**config.mk**
```make
export PLATFORM = sky130hd
export DESIGN_NAME = npu_result_drain_flat
export DESIGN_NICKNAME = d
export VERILOG_FILES = /design/src/rtl/npu_result_drain_if.sv /design/src/rtl/npu_result_drain.sv /design/src/flat_wrapper.sv
export SDC_FILE = /design/constraint.sdc
export NUM_CORES = 1
export LEC_CHECK = 0
export CAP_MARGIN = 30
export CORE_ASPECT_RATIO = 2
export CORE_UTILIZATION = 25
export CTS_CLUSTER_DIAMETER = 80
export DETAILED_ROUTE_END_ITERATION = 8
export PLACE_DENSITY = 0.49
export SETUP_SLACK_MARGIN = 0.02
export SLEW_MARGIN = 20
export SYNTH_ARGS = -nofsm -noshare
export SYNTH_HDL_FRONTEND = slang
export SYNTH_SLANG_ARGS = --single-unit
export TNS_END_PERCENT = 100
```
**constraint.sdc**
```tcl
create_clock -name clk -period 14.8 [get_ports clk]
set_input_delay 2.96 -clock clk [delete_from_list [all_inputs] [get_ports clk]]
set_output_delay 2.96 -clock clk [all_outputs]
set_load 0.005 [all_outputs]
```
**src/rtl/npu_result_drain_if.sv**
```systemverilog
// ============================================================================
// Module   : npu_result_drain_if
// Purpose  : Valid/ready result stream from the NPU result drain stage.
// Revision : 1.0 - initial release
// ============================================================================
`default_nettype none

interface npu_result_drain_if #(
   parameter int OUT_W = 16
);
   logic             out_valid;
   logic             out_ready;
   logic [OUT_W-1:0] out_data;
   logic [3:0]       out_idx;
   logic             out_sat;
   logic             out_last;

   modport master (
      output out_valid, out_data, out_idx, out_sat, out_last,
      input  out_ready
   );

   modport slave (
      input  out_valid, out_data, out_idx, out_sat, out_last,
      output out_ready
   );
endinterface

`default_nettype wire

```
**src/rtl/npu_result_drain.sv**
```systemverilog
// ============================================================================
// Module   : npu_result_drain
// Purpose  : Snapshots the 3x3 accumulator tile on done, then streams the nine
//            ReLU/saturated results out in row-major order.
// Revision : 1.0 - initial release
// ============================================================================
`default_nettype none

module npu_result_drain #(
   parameter int DATA_W  = 32,
   parameter int OUT_W   = 16,
   parameter int RELU_EN = 1
) (
   input  wire logic                     clk,
   input  wire logic                     rst,
   input  wire logic                     done,
   input  wire logic signed [DATA_W-1:0] c1,
   input  wire logic signed [DATA_W-1:0] c2,
   input  wire logic signed [DATA_W-1:0] c3,
   input  wire logic signed [DATA_W-1:0] c4,
   input  wire logic signed [DATA_W-1:0] c5,
   input  wire logic signed [DATA_W-1:0] c6,
   input  wire logic signed [DATA_W-1:0] c7,
   input  wire logic signed [DATA_W-1:0] c8,
   input  wire logic signed [DATA_W-1:0] c9,
   input  wire logic                     ovr_clr,
   output logic                          busy,
   output logic                          drain_done,
   output logic                          overrun,
   npu_result_drain_if.master            out_if
);

   typedef enum logic [0:0] {
      ST_IDLE  = 1'b0,
      ST_DRAIN = 1'b1
   } state_t;

   localparam logic [3:0] c_last_idx = 4'd8;
   localparam logic signed [DATA_W-1:0] c_max_val =
      {{(DATA_W-OUT_W+1){1'b0}}, {(OUT_W-1){1'b1}}};
   localparam logic signed [DATA_W-1:0] c_min_val =
      {{(DATA_W-OUT_W+1){1'b1}}, {(OUT_W-1){1'b0}}};

   state_t                    r_state;
   logic [3:0]                r_idx;
   logic signed [DATA_W-1:0]  r_snap [0:8];
   logic                      r_drain_done;
   logic                      r_overrun;

   logic signed [DATA_W-1:0]  w_cur;
   logic signed [DATA_W-1:0]  w_val;
   logic [OUT_W-1:0]          w_res;
   logic                      w_sat;
   logic                      w_valid;

   always_ff @(posedge clk) begin
      if (rst) begin
         r_state      <= ST_IDLE;
         r_idx        <= 4'd0;
         r_drain_done <= 1'b0;
         r_overrun    <= 1'b0;
         for (int i = 0; i < 9; i++) begin
            r_snap[i] <= '0;
         end
      end else begin
         r_drain_done <= 1'b0;
         // A tile completing while we still drain is dropped; set beats clear.
         if (done && (r_state == ST_DRAIN)) begin
            r_overrun <= 1'b1;
         end else if (ovr_clr) begin
            r_overrun <= 1'b0;
         end

         case (r_state)
            ST_IDLE: begin
               if (done) begin
                  r_snap[0] <= c1;
                  r_snap[1] <= c2;
                  r_snap[2] <= c3;
                  r_snap[3] <= c4;
                  r_snap[4] <= c5;
                  r_snap[5] <= c6;
                  r_snap[6] <= c7;
                  r_snap[7] <= c8;
                  r_snap[8] <= c9;
                  r_idx     <= 4'd0;
                  r_state   <= ST_DRAIN;
               end
            end
            ST_DRAIN: begin
               if (out_if.out_ready) begin
                  if (r_idx == c_last_idx) begin
                     r_idx        <= 4'd0;
                     r_drain_done <= 1'b1;
                     r_state      <= ST_IDLE;
                  end else begin
                     r_idx <= r_idx + 4'd1;
                  end
               end
            end
            default: r_state <= ST_IDLE;
         endcase
      end
   end

   assign w_cur   = r_snap[r_idx];
   assign w_valid = (r_state == ST_DRAIN);

   always_comb begin
      w_val = w_cur;
      w_sat = 1'b0;
      if ((RELU_EN != 0) && (w_cur < 0)) begin
         w_val = '0;
      end
      w_res = w_val[OUT_W-1:0];
      if (w_val > c_max_val) begin
         w_res = c_max_val[OUT_W-1:0];
         w_sat = 1'b1;
      end else if (w_val < c_min_val) begin
         w_res = c_min_val[OUT_W-1:0];
         w_sat = 1'b1;
      end
   end

   assign out_if.out_valid = w_valid;
   assign out_if.out_data  = w_valid ? w_res : '0;
   assign out_if.out_idx   = r_idx;
   assign out_if.out_sat   = w_valid & w_sat;
   assign out_if.out_last  = w_valid & (r_idx == c_last_idx);
   assign busy             = w_valid;
   assign drain_done       = r_drain_done;
   assign overrun          = r_overrun;

endmodule

`default_nettype wire
```
**src/flat_wrapper.sv**
```systemverilog
// flat-port wrapper written by rule: the top's interface ports become plain ports
module npu_result_drain_flat 
#(
   parameter int DATA_W  = 32,
   parameter int OUT_W   = 16,
   parameter int RELU_EN = 1
)
  (clk, rst, done, c1, c2, c3, c4, c5, c6, c7, c8, c9, ovr_clr, busy, drain_done, overrun, out_if_out_valid, out_if_out_data, out_if_out_idx, out_if_out_sat, out_if_out_last, out_if_out_ready);
  npu_result_drain_if #(.OUT_W(OUT_W)) out_if_i ();
  input  wire logic clk;
  input  wire logic rst;
  input  wire logic done;
  input  wire logic signed [DATA_W-1:0] c1;
  input  wire logic signed [DATA_W-1:0] c2;
  input  wire logic signed [DATA_W-1:0] c3;
  input  wire logic signed [DATA_W-1:0] c4;
  input  wire logic signed [DATA_W-1:0] c5;
  input  wire logic signed [DATA_W-1:0] c6;
  input  wire logic signed [DATA_W-1:0] c7;
  input  wire logic signed [DATA_W-1:0] c8;
  input  wire logic signed [DATA_W-1:0] c9;
  input  wire logic ovr_clr;
  output logic busy;
  output logic drain_done;
  output logic overrun;
  output wire logic [$bits(out_if_i.out_valid)-1:0] out_if_out_valid;
  output wire logic [$bits(out_if_i.out_data)-1:0] out_if_out_data;
  output wire logic [$bits(out_if_i.out_idx)-1:0] out_if_out_idx;
  output wire logic [$bits(out_if_i.out_sat)-1:0] out_if_out_sat;
  output wire logic [$bits(out_if_i.out_last)-1:0] out_if_out_last;
  input wire logic [$bits(out_if_i.out_ready)-1:0] out_if_out_ready;
  assign out_if_out_valid = out_if_i.out_valid;
  assign out_if_out_data = out_if_i.out_data;
  assign out_if_out_idx = out_if_i.out_idx;
  assign out_if_out_sat = out_if_i.out_sat;
  assign out_if_out_last = out_if_i.out_last;
  assign out_if_i.out_ready = out_if_out_ready;
  npu_result_drain #(.DATA_W(DATA_W), .OUT_W(OUT_W), .RELU_EN(RELU_EN)) u_core (.clk(clk), .rst(rst), .done(done), .c1(c1), .c2(c2), .c3(c3), .c4(c4), .c5(c5), .c6(c6), .c7(c7), .c8(c8), .c9(c9), .ovr_clr(ovr_clr), .busy(busy), .drain_done(drain_done), .overrun(overrun), .out_if(out_if_i));
endmodule
```
==> results.md <==
* Post-DP HPWL at 27000 um
* Asr flop ratio synth at 0%
* Leak Pwr at 6.33 nW
* Synth Cell Area at 13000 um2
* Post-CTS setup buffers at 0
* Final Cycle Share at 44.1%
* Port Buffers at 317
* First-pass GRT wire length at 54000 um
* Final Hold Violating Endpoints at 0
* Critical Path Source Type: register
* Hold Path Class: reg2reg
* Drt total wl at 37200 um
* IR Drop Worst-Case VDD at 63.8 uV
* Placer Congestion at 0.758
* Placed cells at 1783
* Final setup violation count at 0
* Critical path type: reg2out
* Die span in y at 324 um
* Vias in the first global route at 8717
* Initial cell density of the core at 25.4%
* Flops & latches, synth at 299
* Largest net degree at the start of global routing at 156
* Synth unique cells at 47
* Max Clk Rate at 0.153 GHz
* Least-Margin Pin Slew at 1.01 ns
* Initial antenna violation count at 8
* Status: finished, final reports clean
* Reported net switching power at 0.000422 W
* Setup TNS at 0 ns
* Comb power frac at 10.4%
* DR iter-0 viols at 516
* Root Driver: clkbuf_16
* Vias per cell at 4.31
* Sequential share of the synthesized area at 68.2%
* WL/cell at 20.2 um
* Layout Skew at 0.00688 ns
* Warnings, synthesis at 0
* Switching Share at 21.7%
* # resized after CTS at 0
* Final critical-path required period at 6.53 ns
* Mapped Nets at 1153
* Final nets at 1457
* Max cap viols at 0
* H-tree levels at 1
* CTS tree: built
* CTS sink count at 299
* Cts bufs inserted at 29
* Ratio of cells with drive above 1 in the final layout at 9.13%
* Sequential share of power at 52.0%
* Mapped Cells at 858
* Clock slew at reported path FFs at 0.06 ns
* Area grow syn2layout at 36.5%
* Die ar. at 53000 um2
* Critical Path RT at 11.84 ns
* GR Overflow Total at 0
* Arrival @ worst endpoint at 3.57 ns
* Vias at 7939
* Number of enable flip-flop cells after synthesis at 288
* Io pins at 319
* Multi-input logic area at 3820 um2
* Largest buffer count on any clock path at 3
* Worst-path fanout max at 47
* RSZ-0062 raised after global routing: false
* CP endpoint kind: output port
* Core area at 51100 um2
* GRT Total Usage at 14.0%
* Slew Limit Fails at 0
* Slew HR at 32.4%
* Drt pass-1 iters at 5
* Antenna Nets Post-Route at 0
* Register area at 8880 um2
* Die width at 163 um
* DRC viols at 0
* Syn avg cell area at 15.1 um2
* Filler instances at 4963
* Hold_buf cts at 0
* Clock insertion delay at the later pin of the skew report at 0.56 ns
* Clock Power Share at 37.6%
* Num rows at 117
* Final non-filler cell total at 1840
* Pwr Density at 110 nW/um2
* P_int at 0.00152 W
* Dominant synthesized flop cell: edfxtp_1
-- cell usage after synthesis (2+ instances only) --
| cell type | n | area [um2] |
|---|---|---|
| or4_1 | 9 | 67.6 |
| inv_1 | 4 | 15.0 |
| o21ai_0 | 2 | 10.0 |
| o41ai_1 | 2 | 17.5 |
| dfxtp_1 | 11 | 220 |
| nand3_2 | 2 | 20.0 |
| buf_2 | 5 | 25.0 |
| buf_4 | 2 | 15.0 |
| nor2b_1 | 2 | 12.5 |
| nand2_1 | 33 | 124 |
| clkbuf_8 | 3 | 41.3 |
| nor4_1 | 17 | 106 |
| nor2_1 | 13 | 48.8 |
| nor3_1 | 6 | 30.0 |
| nor4b_1 | 4 | 35.0 |
| a21oi_1 | 9 | 45.0 |
| and2_1 | 289 | 1810 |
| nor3_2 | 2 | 20.0 |
| mux2i_1 | 15 | 150 |
| nand2b_1 | 2 | 12.5 |
| mux4_2 | 34 | 766 |
| a32oi_1 | 2 | 17.5 |
| ha_1 | 2 | 25.0 |
| clkbuf_1 | 37 | 139 |
| or4_4 | 2 | 22.5 |
| edfxtp_1 | 288 | 8650 |
| o41ai_4 | 2 | 55.1 |
| nand3_1 | 19 | 95.1 |
| buf_6 | 8 | 90.1 |
| o311ai_1 | 15 | 131 |
-- metrics by stage --
step                      hold WS, ns  util (%)  cell area, um2  setup WS (ns)  total power [W]
after floorplan                 0.461         -           13000           3.98          0.00112
after global placement          0.458      32.8           16800           8.67          0.00123
after detailed placement        0.470      32.9           16800           8.71          0.00124
after CTS                       0.482      34.6           17700           8.06          0.00198
after global routing            0.491      34.7           17700           8.06          0.00202
final                           0.478      34.7           17700           8.27          0.00195
-- sequential cells by signal, summed over array words and instances, names as in the netlist, named ones only --
register               flops
u_core.r_snap            288
u_core.out_if.out_idx      4
u_core.busy                1
u_core.drain_done          1
u_core.overrun             1
-- cell usage in the layout, fill, tap and decap left out, types with 4 or more instances in the layout --
master,instances
edfxtp_1,288
and2_1,289
clkbuf_1,5
nor2_1,12
inv_1,4
nor3_1,6
mux2i_1,15
clkinv_1,7
nand2_1,33
clkinvlp_4,5
buf_4,6
nand3_1,19
clkbuf_16,29
nor4_1,17
mux4_2,34
or4_1,9
a21oi_1,9
nor4b_1,4
o311ai_1,15
dfxtp_1,8
clkdlybuf4s50_1,317
-- power by group through the flow --
stage / combinational [W] / clock, W / sequential, W
2_1_floorplan: 0.0000860 / 0 / 0.00104
3_3_place_gp: 0.000202 / 0 / 0.00103
3_5_place_dp: 0.000204 / 0 / 0.00103
4_1_cts: 0.000205 / 0.000758 / 0.00102
5_1_grt: 0.000221 / 0.000781 / 0.00102
6_report: 0.000202 / 0.000732 / 0.00101
-- area by class of cell --
cell class / count / share of cell area [%]
Antenna cell: 3 / 0.0423
Timing Repair Buffer: 328 / 18.6
Clock inverter: 18 / 0.952
Sequential cell: 299 / 50.0
Multi-Input combinational cell: 499 / 21.5
Clock buffer: 34 / 4.20
Tap cell: 654 / 4.61
Inverter: 5 / 0.106
-- worst max-delay path, stage by stage (launching register included) --
cell	delay [ns]
dfxtp_4	0.80
nor4b_1	0.66
a21oi_1	0.16
a21oi_1	0.28
a31o_4	0.36
nand3_1	0.14
clkdlybuf4s50_1	0.47
-- layer usage --
metal,GRT usage (%),vias up,wire (um)
met3,2.63,44,2110
met2,27.3,274,21000
met1,14.5,3859,13200
met5,0,-,62
li1,-,3754,-
met4,4.65,8,867
-- cell families after synthesis --
family                     count (synthesis)  synth area share (%)
and+or+nand+nor                          404                  18.8
DFF                                      299                  68.2
buffers and inverters                     60                  2.53
muxes                                     51                  7.36
AOI/OAI and AO/OA                         41                  2.81
adders and majority gates                  2                 0.192
other                                      1                0.0289
-- worst paths after layout --
check / from / endpoint / slack, ns / cells after the start
setup reg to reg: u_core.busy / u_core.r_snap[2][10] / 11.72 / 7
setup / recovery: register / out_if_out_data[5] / 8.27 / 6
hold reg to reg: u_core.overrun / u_core.overrun / 0.48 / 2
hold / removal: u_core.overrun / u_core.overrun / 0.48 / 2
(Power assumes the default switching activity.)
==> RTL change 1, RTL diff (same flow settings) <==
`OUT_W` is set to 16 in 3 places; all go to 12.
--- a/src/rtl/npu_result_drain_if.sv
+++ b/src/rtl/npu_result_drain_if.sv
@@ -6,7 +6,7 @@
 `default_nettype none
 
 interface npu_result_drain_if #(
-   parameter int OUT_W = 16
+   parameter int OUT_W = 12
 );
    logic             out_valid;
    logic             out_ready;
--- a/src/rtl/npu_result_drain.sv
+++ b/src/rtl/npu_result_drain.sv
@@ -8,7 +8,7 @@
 
 module npu_result_drain #(
    parameter int DATA_W  = 32,
-   parameter int OUT_W   = 16,
+   parameter int OUT_W   = 12,
    parameter int RELU_EN = 1
 ) (
    input  wire logic                     clk,
--- a/src/flat_wrapper.sv
+++ b/src/flat_wrapper.sv
@@ -2,7 +2,7 @@
 module npu_result_drain_flat 
 #(
    parameter int DATA_W  = 32,
-   parameter int OUT_W   = 16,
+   parameter int OUT_W   = 12,
    parameter int RELU_EN = 1
 )
   (clk, rst, done, c1, c2, c3, c4, c5, c6, c7, c8, c9, ovr_clr, busy, drain_done, overrun, out_if_out_valid, out_if_out_data, out_if_out_idx, out_if_out_sat, out_if_out_last, out_if_out_ready);
Ports: changed (resized out_if_out_data); port bits go from 319 to 315. The function was not compared with the original's and may differ.
==> RTL change 1 against the original RTL <==
The flow now finishes with violations (design-rule violations). Die area decreased by 3.1%. Total power grew 0.41%. Synthesized area shrank 3.1%. Critical path type unchanged. Sequential cell count unchanged. Largest cell class unchanged. Wire length down 5.1%. Cell area shrank 1.7%. Setup slack lost 300 ps.
==> RTL change 1: results (changes against the original RTL) <==
Logic synthesis
  – Dominant cells by area after synthesis: edfxtp_1 (69%), and2_1 (14%), mux4_2 (4.3%)
  – Post-Syn Nets: 1,124 (-2.5%)
  – Async set-reset flop share out of synthesis: 0 (unchanged)
  – Post-synthesis mux area share: 0.0558 (-0.0178)
  – Post-Synth Adder-Cell Area: 0.00199 (+0.0000618)
  – Post-synth cell types: 41 (-13%)
  – Main flop type after synthesis: edfxtp_1
  – Most instantiated cells after synthesis: and2_1 (289), edfxtp_1 (288), clkbuf_1 (34)
  – Synth Area in XOR/XNOR: 0 (unchanged)
  – Seq/Total Area, Yosys: 0.704 (+0.0219)
  – Synthesized area per cell: 15.2 sq um (+0.28%)
  – Compound-gate portion of the synthesized area: 0.0256 (-0.00248)

Global routing
  – First-pass GRT wire length: 50.7 mm (-6.0%)
  – Vias in the first global route: 8,265 (-5.2%)
  – Total global-route track usage: 0.137 (-0.00358)
  – Largest net degree at the start of global routing: 118 (-24%)

Clock tree
  – Root buffer cell: clkbuf_16
  – CTS Buf Count: 28 (-3.4%)
  – Post CTS Setup Buffer Count: 0 (unchanged)
  – Htree depth: 1 (unchanged)

Final layout
  – Fillers: 4,979 (+0.32%)
  – Max reg flops: 288 (unchanged)
  – Layout cell share with drive strength beyond 1: 0.0854 (-0.00587)
  – Final nets: 1,433 (-1.6%)

Timing
  – Worst-Margin Slew: 903 ps (-111 ps)
  – Final Skew: 6.78 ps (-0.0951 ps)
  – PnR worst setup slack: 7960 ps (-303 ps)

Routing
  – Via count: 7,665 (-3.5%)
  – DRC: 1 (+1)
  – Drt pass-1 iters: 7 (+2)
  – Post-Route WL: 35.3 mm (-5.1%)
  – Drt wl/cell: 19.5 microns (-3.6%)
  – DRT iter0 DRCs: 322 (-38%)

Critical path
  – Max FO, Critical Path: 31 (-34%)
  – Worst R2R Setup Slack: 10,620 ps (-1100 ps)
  – Worst endpoint data arrival time: 3880 ps (+310 ps)
  – R2R cell count: 6 (-1)

Placement
  – DP Worst Slack: 8270 ps (-445 ps)
  – DP HPWL: 26.2 mm (-3.1%)
  – Placed insts: 1,753 (-1.7%)
  – PortBufs: 313 (-1.3%)
  – Global placement routability congestion: 0.725 (-4.4%)

Outcome
  – Outcome: finished with violations
  – Failing checks: design-rule violations

Min path
  – Worst Hold Path Cells: 2 (unchanged)

Power
  – P_leak: 6.28 nW (-0.83%)
  – Max rail drop VDD: 0.0000610 V (-4.4%)
  – Sw Pwr: 0.412 mW (-2.5%)
[RTL change 1: worst paths after layout]
check | from | endpoint
max | register | out_if_out_data[0]
min | u_core.overrun | u_core.overrun
max reg2reg | u_core.busy | u_core.r_snap[6][23]
min reg2reg | u_core.overrun | u_core.overrun
[RTL change 1: power groups by stage]
stage / sequential, mW / clock [mW] / combinational, mW
2_1_floorplan: 1.04 / 0 / 0.0788
3_3_place_gp: 1.03 / 0 / 0.193
3_5_place_dp: 1.03 / 0 / 0.197
4_1_cts: 1.01 / 0.775 / 0.198
5_1_grt: 1.02 / 0.800 / 0.212
6_report: 1.01 / 0.749 / 0.194
[RTL change 1: cells by family after synthesis]
group / Yosys count
AO/OA/AOI/OAI: 41
buffers and inverters: 53
flip-flops: 299
adder cells (fa/ha/maj): 2
AND/OR/NAND/NOR: 396
other: 1
multiplexers: 37
[RTL change 1: cell type report]
type	count	area, sq um	share of cell area
Inverter	5	18.8	0.00108
Timing Repair Buffer	327	3310	0.190
Clock buffer	41	853	0.0489
Tap cell	649	812	0.0466
Sequential cell	299	8870	0.509
Antenna cell	2	5.00	0.000287
Multi-Input combinational cell	477	3460	0.199
Clock inverter	10	97.6	0.00560
[RTL change 1: critical path: stages (launching register included)]
cell	delay (ps)
dfxtp_2	310
buf_4	510
mux4_1	620
nor3b_1	150
a311oi_1	280
a21o_1	690
o211ai_1	210
clkdlybuf4s50_1	500
[RTL change 1: per-layer routing]
metal	wire length, microns	vias to the layer above	share of wire	global-route usage
met4	1050	10	0.030	0.0553
met3	1900	59	0.054	0.0285
met2	20700	233	0.59	0.281
li1	-	3639	-	-
met1	11600	3724	0.33	0.125
met5	68	-	0.0019	0
[RTL change 1: per-stage QoR]
| stage | cell area (sq um) | util | hold WS [ps] | total power, mW |
|---|---|---|---|---|
| 2_1_floorplan | 12600 | - | 461 | 1.12 |
| 3_3_place_gp | 16400 | 0.328 | 487 | 1.22 |
| 3_5_place_dp | 16400 | 0.329 | 483 | 1.23 |
| 4_1_cts | 17400 | 0.348 | 492 | 1.98 |
| 5_1_grt | 17400 | 0.349 | 505 | 2.03 |
| 6_report | 17400 | 0.349 | 481 | 1.95 |
==> RTL change 2, RTL diff (config.mk and constraints unchanged) <==
Without the edit above. Register the output `overrun` once more; this adds one clock of latency there. The other outputs are not delayed to match.
--- a/src/rtl/npu_result_drain.sv
+++ b/src/rtl/npu_result_drain.sv
@@ -129,7 +129,9 @@
    assign out_if.out_last  = w_valid & (r_idx == c_last_idx);
    assign busy             = w_valid;
    assign drain_done       = r_drain_done;
-   assign overrun          = r_overrun;
+   always_ff @(posedge clk) begin
+      overrun <= r_overrun;
+   end
 
 endmodule
 
Behaviour: not the same (Yosys sat finds a counterexample within 4 cycles, from zero or initial values and one cycle with rst high).
==> RTL change 2 against the original RTL <==
Cell area grew 0.62%. Sequential cell count increased by 1. Final cell count rose by 0.82%. Setup slack got worse by 40 ps. Wire length decreased by 2.4%. Global-route usage decreased by 0.31 points. Synthesized cell count increased by 0.12%. Critical path depth up 2. Non-clock buffer count is 3 higher. Total power up 0.29%. Synthesized area is 0.15% higher. Combinational power about the same. Utilization is 0.081 points lower. Critical path type unchanged. Largest cell class unchanged.
==> RTL change 2: results (changes against the original RTL) <==
Outcome
  – Outcome: completed

Critical path
  – CP max-delay cell: buf_4
  – Worst endpoint data arrival time: 3610 ps (+40 ps)

Final layout
  – Final nets: 1,462 (+0.34%)
  – Layout cell share with drive strength beyond 1: 0.0941 (+0.00282)

Placement
  – Global placement routability congestion: 0.762 (+0.61%)
  – Placed insts: 1,793 (+0.56%)

Logic synthesis
  – Post-Syn Nets: 1,154 (+0.087%)
  – Post-synthesis mux area share: 0.0735 (-0.000113)
  – Cell count after synthesis: 859 (+0.12%)
  – Seq/Total Area, Yosys: 0.683 (about the same)
  – Dominant cells by area after synthesis: edfxtp_1 (66%), and2_1 (14%), mux4_2 (5.9%)

Routing
  – Metal-1 WL: 12.6 mm (-4.2%)
  – Post-Route WL: 36.3 mm (-2.4%)
  – Via count: 7,951 (+0.15%)
  – Drt pass-1 iters: 4 (-1)
  – Metal3 WL: 2.00 mm (-4.9%)

Global routing
  – Met1 usage: 0.138 (-0.00643)
  – First-pass GRT wire length: 52.6 mm (-2.5%)
  – Met2 global-route usage: 0.269 (-0.00405)
  – Largest net degree at the start of global routing: 113 (-28%)
  – Met3 usage: 0.0226 (-0.00370)
  – Vias in the first global route: 8,674 (-0.49%)
  – Total global-route track usage: 0.137 (-0.00310)

Power
  – Int Power: 1.53 mW (+0.68%)
  – Max rail drop VDD: 0.0000735 V (+15%)
  – P_leak: 6.40 nW (+0.98%)

Clock tree
  – CTS Buf Count: 30 (+3.4%)
  – Root buffer cell: clkbuf_16

Timing
  – Slew headroom: 0.377 (+0.0531)
[RTL change 2: worst max-delay path, delay by kind of cell (launching register included)]
kind	cells	cell delay [ps]
compound gates	3	920
flops	1	310
buf+inv	4	1590
simple gates	1	170
[RTL change 2: area by class of cell]
type / count / area (sq um)
antenna: 5 / 12.5
clock buffer: 45 / 858
clock inverter: 10 / 81.3
fill: 5032 / 33700
inverter: 5 / 18.8
multi-input combinational: 499 / 3820
sequential: 300 / 8890
tap: 660 / 826
timing repair buffer: 331 / 3350
[RTL change 2: final timing paths]
kind,startpoint,endpoint,cells past startpoint
max,register,out_if_out_data[9],8
min,u_core.r_overrun,u_core.overrun,0
max reg2reg,u_core.busy,u_core.r_snap[2][21],6
min reg2reg,u_core.r_overrun,u_core.overrun,0
[RTL change 2: stage by stage]
step           setup slack, ps  hold WS [ps]  area, sq um
2_1_floorplan             3980           332        13000
3_3_place_gp              8240           348        16800
3_5_place_dp              8120           345        16900
4_1_cts                   8040           360        17800
5_1_grt                   8000           367        17900
6_report                  8230           356        17900
